==> src/rtl/rr_packet_arbiter.sv <==
// rr_packet_arbiter
//   Round-robin arbiter that locks onto one requester for the length of a
//   packet. It arbitrates in IDLE and grants one cycle later. It then holds
//   the grant in LOCKED until the last beat transfers. After that it returns
//   to IDLE with the next index as top priority.
//
// Ports
//   i_clk   : clock, rising edge
//   i_rst   : synchronous active-high reset
//   i_req   : per-requester beat valid
//   i_last  : per-requester last-beat flag, qualified by i_req
//   i_ready : downstream accepts the current beat
//   o_sel   : index of the granted requester (downstream mux select)
//   o_gnt   : registered one-hot grant, zero in IDLE
//   o_valid : granted requester has a beat presented downstream
module rr_packet_arbiter #(
  parameter int NUM_INPUTS = 4,
  parameter int SEL_WIDTH  = $clog2(NUM_INPUTS)
) (
  input  logic                  i_clk,
  input  logic                  i_rst,
  input  logic [NUM_INPUTS-1:0] i_req,
  input  logic [NUM_INPUTS-1:0] i_last,
  input  logic                  i_ready,
  output logic [SEL_WIDTH-1:0]  o_sel,
  output logic [NUM_INPUTS-1:0] o_gnt,
  output logic                  o_valid
);

  if ((NUM_INPUTS < 2) || ((NUM_INPUTS & (NUM_INPUTS - 1)) != 0)) begin : g_bad_num_inputs
    $fatal(1, "rr_packet_arbiter: NUM_INPUTS must be a power of two and >= 2");
  end

  typedef enum logic {
    IDLE   = 1'b0,
    LOCKED = 1'b1
  } state_t;

  state_t                  state_q, state_d;
  logic [SEL_WIDTH-1:0]    ptr_q, ptr_d;
  logic [SEL_WIDTH-1:0]    sel_q, sel_d;
  logic [NUM_INPUTS-1:0]   gnt_q, gnt_d;

  logic                    found;
  logic [SEL_WIDTH-1:0]    pick;
  logic [SEL_WIDTH-1:0]    idx;
  logic                    valid;
  logic                    last_xfer;

  assign valid     = (state_q == LOCKED) && i_req[sel_q];
  assign last_xfer = valid && i_ready && i_last[sel_q];

  // Search from ptr upward. The index sum wraps by SEL_WIDTH overflow, which
  // is exact modulo NUM_INPUTS because NUM_INPUTS is a power of two.
  always_comb begin
    found = 1'b0;
    pick  = '0;
    idx   = '0;
    for (int unsigned i = 0; i < NUM_INPUTS; i++) begin
      idx = ptr_q + SEL_WIDTH'(i);
      if (!found && i_req[idx]) begin
        found = 1'b1;
        pick  = idx;
      end
    end
  end

  always_comb begin
    state_d = state_q;
    ptr_d   = ptr_q;
    sel_d   = sel_q;
    gnt_d   = gnt_q;
    case (state_q)
      IDLE: begin
        if (found) begin
          state_d     = LOCKED;
          sel_d       = pick;
          gnt_d       = '0;
          gnt_d[pick] = 1'b1;
        end
      end
      LOCKED: begin
        if (last_xfer) begin
          state_d = IDLE;
          ptr_d   = sel_q + 1'b1;
          gnt_d   = '0;
        end
      end
      default: begin
        state_d = IDLE;
        gnt_d   = '0;
      end
    endcase
  end

  always_ff @(posedge i_clk) begin
    if (i_rst) begin
      state_q <= IDLE;
      ptr_q   <= '0;
      sel_q   <= '0;
      gnt_q   <= '0;
    end else begin
      state_q <= state_d;
      ptr_q   <= ptr_d;
      sel_q   <= sel_d;
      gnt_q   <= gnt_d;
    end
  end

  assign o_sel   = sel_q;
  assign o_gnt   = gnt_q;
  assign o_valid = valid;

endmodule
==> config.mk <==
export PLATFORM = sky130hd
export DESIGN_NAME = rr_packet_arbiter
export DESIGN_NICKNAME = d
export VERILOG_FILES = /design/src/rtl/rr_packet_arbiter.sv
export SDC_FILE = /design/constraint.sdc
export NUM_CORES = 1
export LEC_CHECK = 0
export BUFFER_PORTS_ARGS = -buffer_cell sky130_fd_sc_hd__buf_2
export CORE_AREA = 4 4 41 43
export CTS_BUF_LIST = sky130_fd_sc_hd__clkbuf_4
export DETAILED_ROUTE_END_ITERATION = 8
export DIE_AREA = 0 0 45 47
export MAX_ROUTING_LAYER = met4
export PLACE_DENSITY = 0.69
export SYNTH_ARGS = -nofsm -noshare
export SYNTH_HDL_FRONTEND = slang
export SYNTH_SLANG_ARGS = --single-unit
==> constraint.sdc <==
create_clock -name i_clk -period 2.76 [get_ports i_clk]
set_input_delay 0.276 -clock i_clk [delete_from_list [all_inputs] [get_ports i_clk]]
set_output_delay 0.276 -clock i_clk [all_outputs]
set_load 0.02 [all_outputs]
==> results by group <==
Run status
  • Status: finished, final reports clean

Worst setup path
  • R2r worst-path depth: 4
  • WP data required: around 2500 ps
  • Startpoint Class: flip-flop
  • RR Startpoint: o_sel[1]
  • Worst path arrival time: 1430 ps
  • Kind of critical path: reg -> out
  • R2R setup slack: between 1000 and 1500 ps
  • Endpoint type of the worst setup path: output port
  • Reg2reg end: o_gnt[2]
  • Crit Path Max Fanout: 7

Yosys
  • Mapped Area: 531 sq um
  • Synth unique cells: 29
  • Synthesized flop and latch total: 9
  • Synth warn: 0
  • Synth top area cells: dfxtp_1 (34%), mux2i_1 (7.5%), nand2b_1 (4.7%)
  • Most used DFF post-synth: dfxtp_1
  • Synth area leader: dfxtp_1
  • Sequential fraction of the synthesis area: 0.340
  • Mean Syn Cell Area: 9.15 sq um
  • Mapped Cells: 58
  • Synthesized net count: 69
  • Top cell type's share of synthesized area: 0.340
  • Ys async rst share: 0
  • EDFF count, synth: 0

Timing
  • Worst-margin pin slew: 513 ps
  • Max-Slew Margin vs Limit: 0.655
  • Number of hold violations in the final report: 0
  • Setup-failing EPs final: 0
  • Tmin final: 1710 ps
  • Fin worst setup slack: about 1100 ps
  • Fmax: 0.586 GHz
  • Tcrit/Tclk final: 0.619
  • Fin Setup TNS: 0 ps
  • Slew Viols, Final: 0
  • Worst Clk Skew: approximately 3.5 ps
  • RSZ-0062 raised after global routing: false

Clock network
  • Clock Path Buffers: 2
  • Clk_lat worst skew: ~260 ps
  • Htree depth: 1
  • Post-CTS Resized: 0
  • Hold Buf Count CTS: 0
  • CTS tree: yes
  • Clk sinks: 9
  • Root buf cell: clkbuf_4
  • Postcts setup bufs: 0
  • Clk slew on worst S/H paths: ~60 ps
  • Cts bufs inserted: 3

Final layout
  • Ant. Diodes: 0
  • Final instance count without filler cells: 93
  • Layout cells sized above 1: 0.372
  • P&R area growth vs syn: 23.8%
  • Layout Nets: 90

Routing
  • Router iterations before antenna repair: 4
  • DRC errors left: 0
  • Via count: ~520
  • Vias/cell: roughly 5.6
  • DRT Wirelength: 1210 um
  • Post-route ant nets: 0
  • WL/cell: 13.0 um
  • DR iter-0 viols: 5

Placed design
  • Dpl ws: 1220 ps
  • Placed insts: 89
  • Post-DP HPWL: ~940 um
  • Routability congestion estimate: 0.771
  • Port Buffers: 17

Run
  • Max_cap viols: 0

Min path
  • Min-Delay Endpoint: o_sel[1]
  • Min-Delay Path Class: in -> reg
  • Startpoint of the worst hold path: i_rst
  • Hold Crit Depth: 2

GRT
  • Global-route wire length before repair: 1960 um
  • Number of global-route vias before repair: 465
  • Gr ovfl total: 0
  • GRT Total Usage: 0.132
  • Pin count of the biggest net entering global routing: 9
  • Initial antenna violation count: 0

Floorplanning
  • Chip height: 47 um
  • Die area: approximately 0.0021 sq mm
  • Initial Util: 0.408
  • Die Width: 45 um
  • Rows: 13
  • Ports: 18
  • Core ar.: 0.00130 sq mm

Power and ir drop
  • Pwr Total: 368 uW
  • P_leak: 0.000288 uW
  • Maximum vdd drop: 0.000288 V
  • Power Density: 561 mW/mm^2
cells in the mapped netlist (all sizes together), types with 2 or more instances:
cell type,n
nor3,2
o22ai,2
and2,2
o21ai,2
mux2i,4
a31o,2
a211oi,2
dfxtp,9
nand2b,4
nor2b,2
a32o,4
a21oi,4
nand2,3
nor2,3
inv,2
metal layers:
| metal | wire length [um] | vias to the layer above | global-route usage | share of wire |
|---|---|---|---|---|
| met4 | 21 | 0 | 0.0877 | 0.017 |
| met1 | 580 | 233 | 0.168 | 0.48 |
| met3 | 75 | 4 | 0.0230 | 0.062 |
| met5 | 0 | - | - | 0 |
| met2 | 528 | 14 | 0.189 | 0.44 |
| li1 | - | 268 | - | - |
through the flow:
step	instance area, sq um	util	hold slack [ps]
CTS	657	0.505	258
floorplan	531	-	345
finish	657	0.505	263
global placement	627	0.482	447
detailed placement	627	0.482	452
global route	657	0.505	257
cell type report:
cell class	instances	area, sq um
clock buffers	4	30.0
repair buffers	17	85.1
multi-input cells	46	335
fillers	136	644
well taps	15	18.8
flip-flops and latches	9	180
inverters	2	7.51
power by group:
group	switching, uW	internal, uW	leakage, uW
clock network	43.1	65.3	0.0000184
logic	56.2	45.0	0.000196
registers	16.0	143	0.0000737
registers in the layout, summed over array words and instances, names as in the netlist:
register and count:
state_q 1, o_sel 2, ptr_q 2, o_gnt 4
critical path: stages, from the launching register on:
cell and delay, ps:
dfxtp_1 520, mux2i_1 140, o22ai_2 290, buf_2 230
cells in the final DEF, fill, tap and decap left out, types with 2 or more instances in the layout:
cell / Yosys / layout
a31o_2: 2 / 2
nor2_1: 3 / 3
nand2_1: 3 / 3
nand2b_1: 4 / 4
o21ai_0: 2 / 2
a32o_2: 2 / 2
a21oi_1: 4 / 4
inv_1: 2 / 2
and2_1: 2 / 2
nor3_1: 2 / 2
dfxtp_1: 9 / 9
a32o_1: 2 / 2
clkbuf_4: 0 / 4
nor2b_1: 2 / 2
mux2i_1: 4 / 4
buf_2: 0 / 17
kinds of logic (layout without fill, tap and decap cells):
| logic type | Yosys count | in the layout | synth area share |
|---|---|---|---|
| flip-flops | 9 | 9 | 0.340 |
| XOR/XNOR | 1 | 1 | 0.0165 |
| multiplexers | 4 | 4 | 0.0755 |
| AO/OA/AOI/OAI | 22 | 22 | 0.337 |
| buffers and inverters | 3 | 23 | 0.0283 |
| AND/OR/NAND/NOR | 19 | 19 | 0.203 |
how the worst max path moves through the flow:
stage | startpoint | end | slack, ps
floorplan | o_sel[1] | o_gnt[0] | 1210
global placement | o_sel[1] | o_gnt[2] | 1240
detailed placement | o_sel[1] | o_gnt[0] | 1220
CTS | o_sel[1] | o_valid | 1040
global route | o_sel[1] | o_valid | 980
finish | o_sel[1] | o_valid | 1050
(Power assumes the default switching activity.)
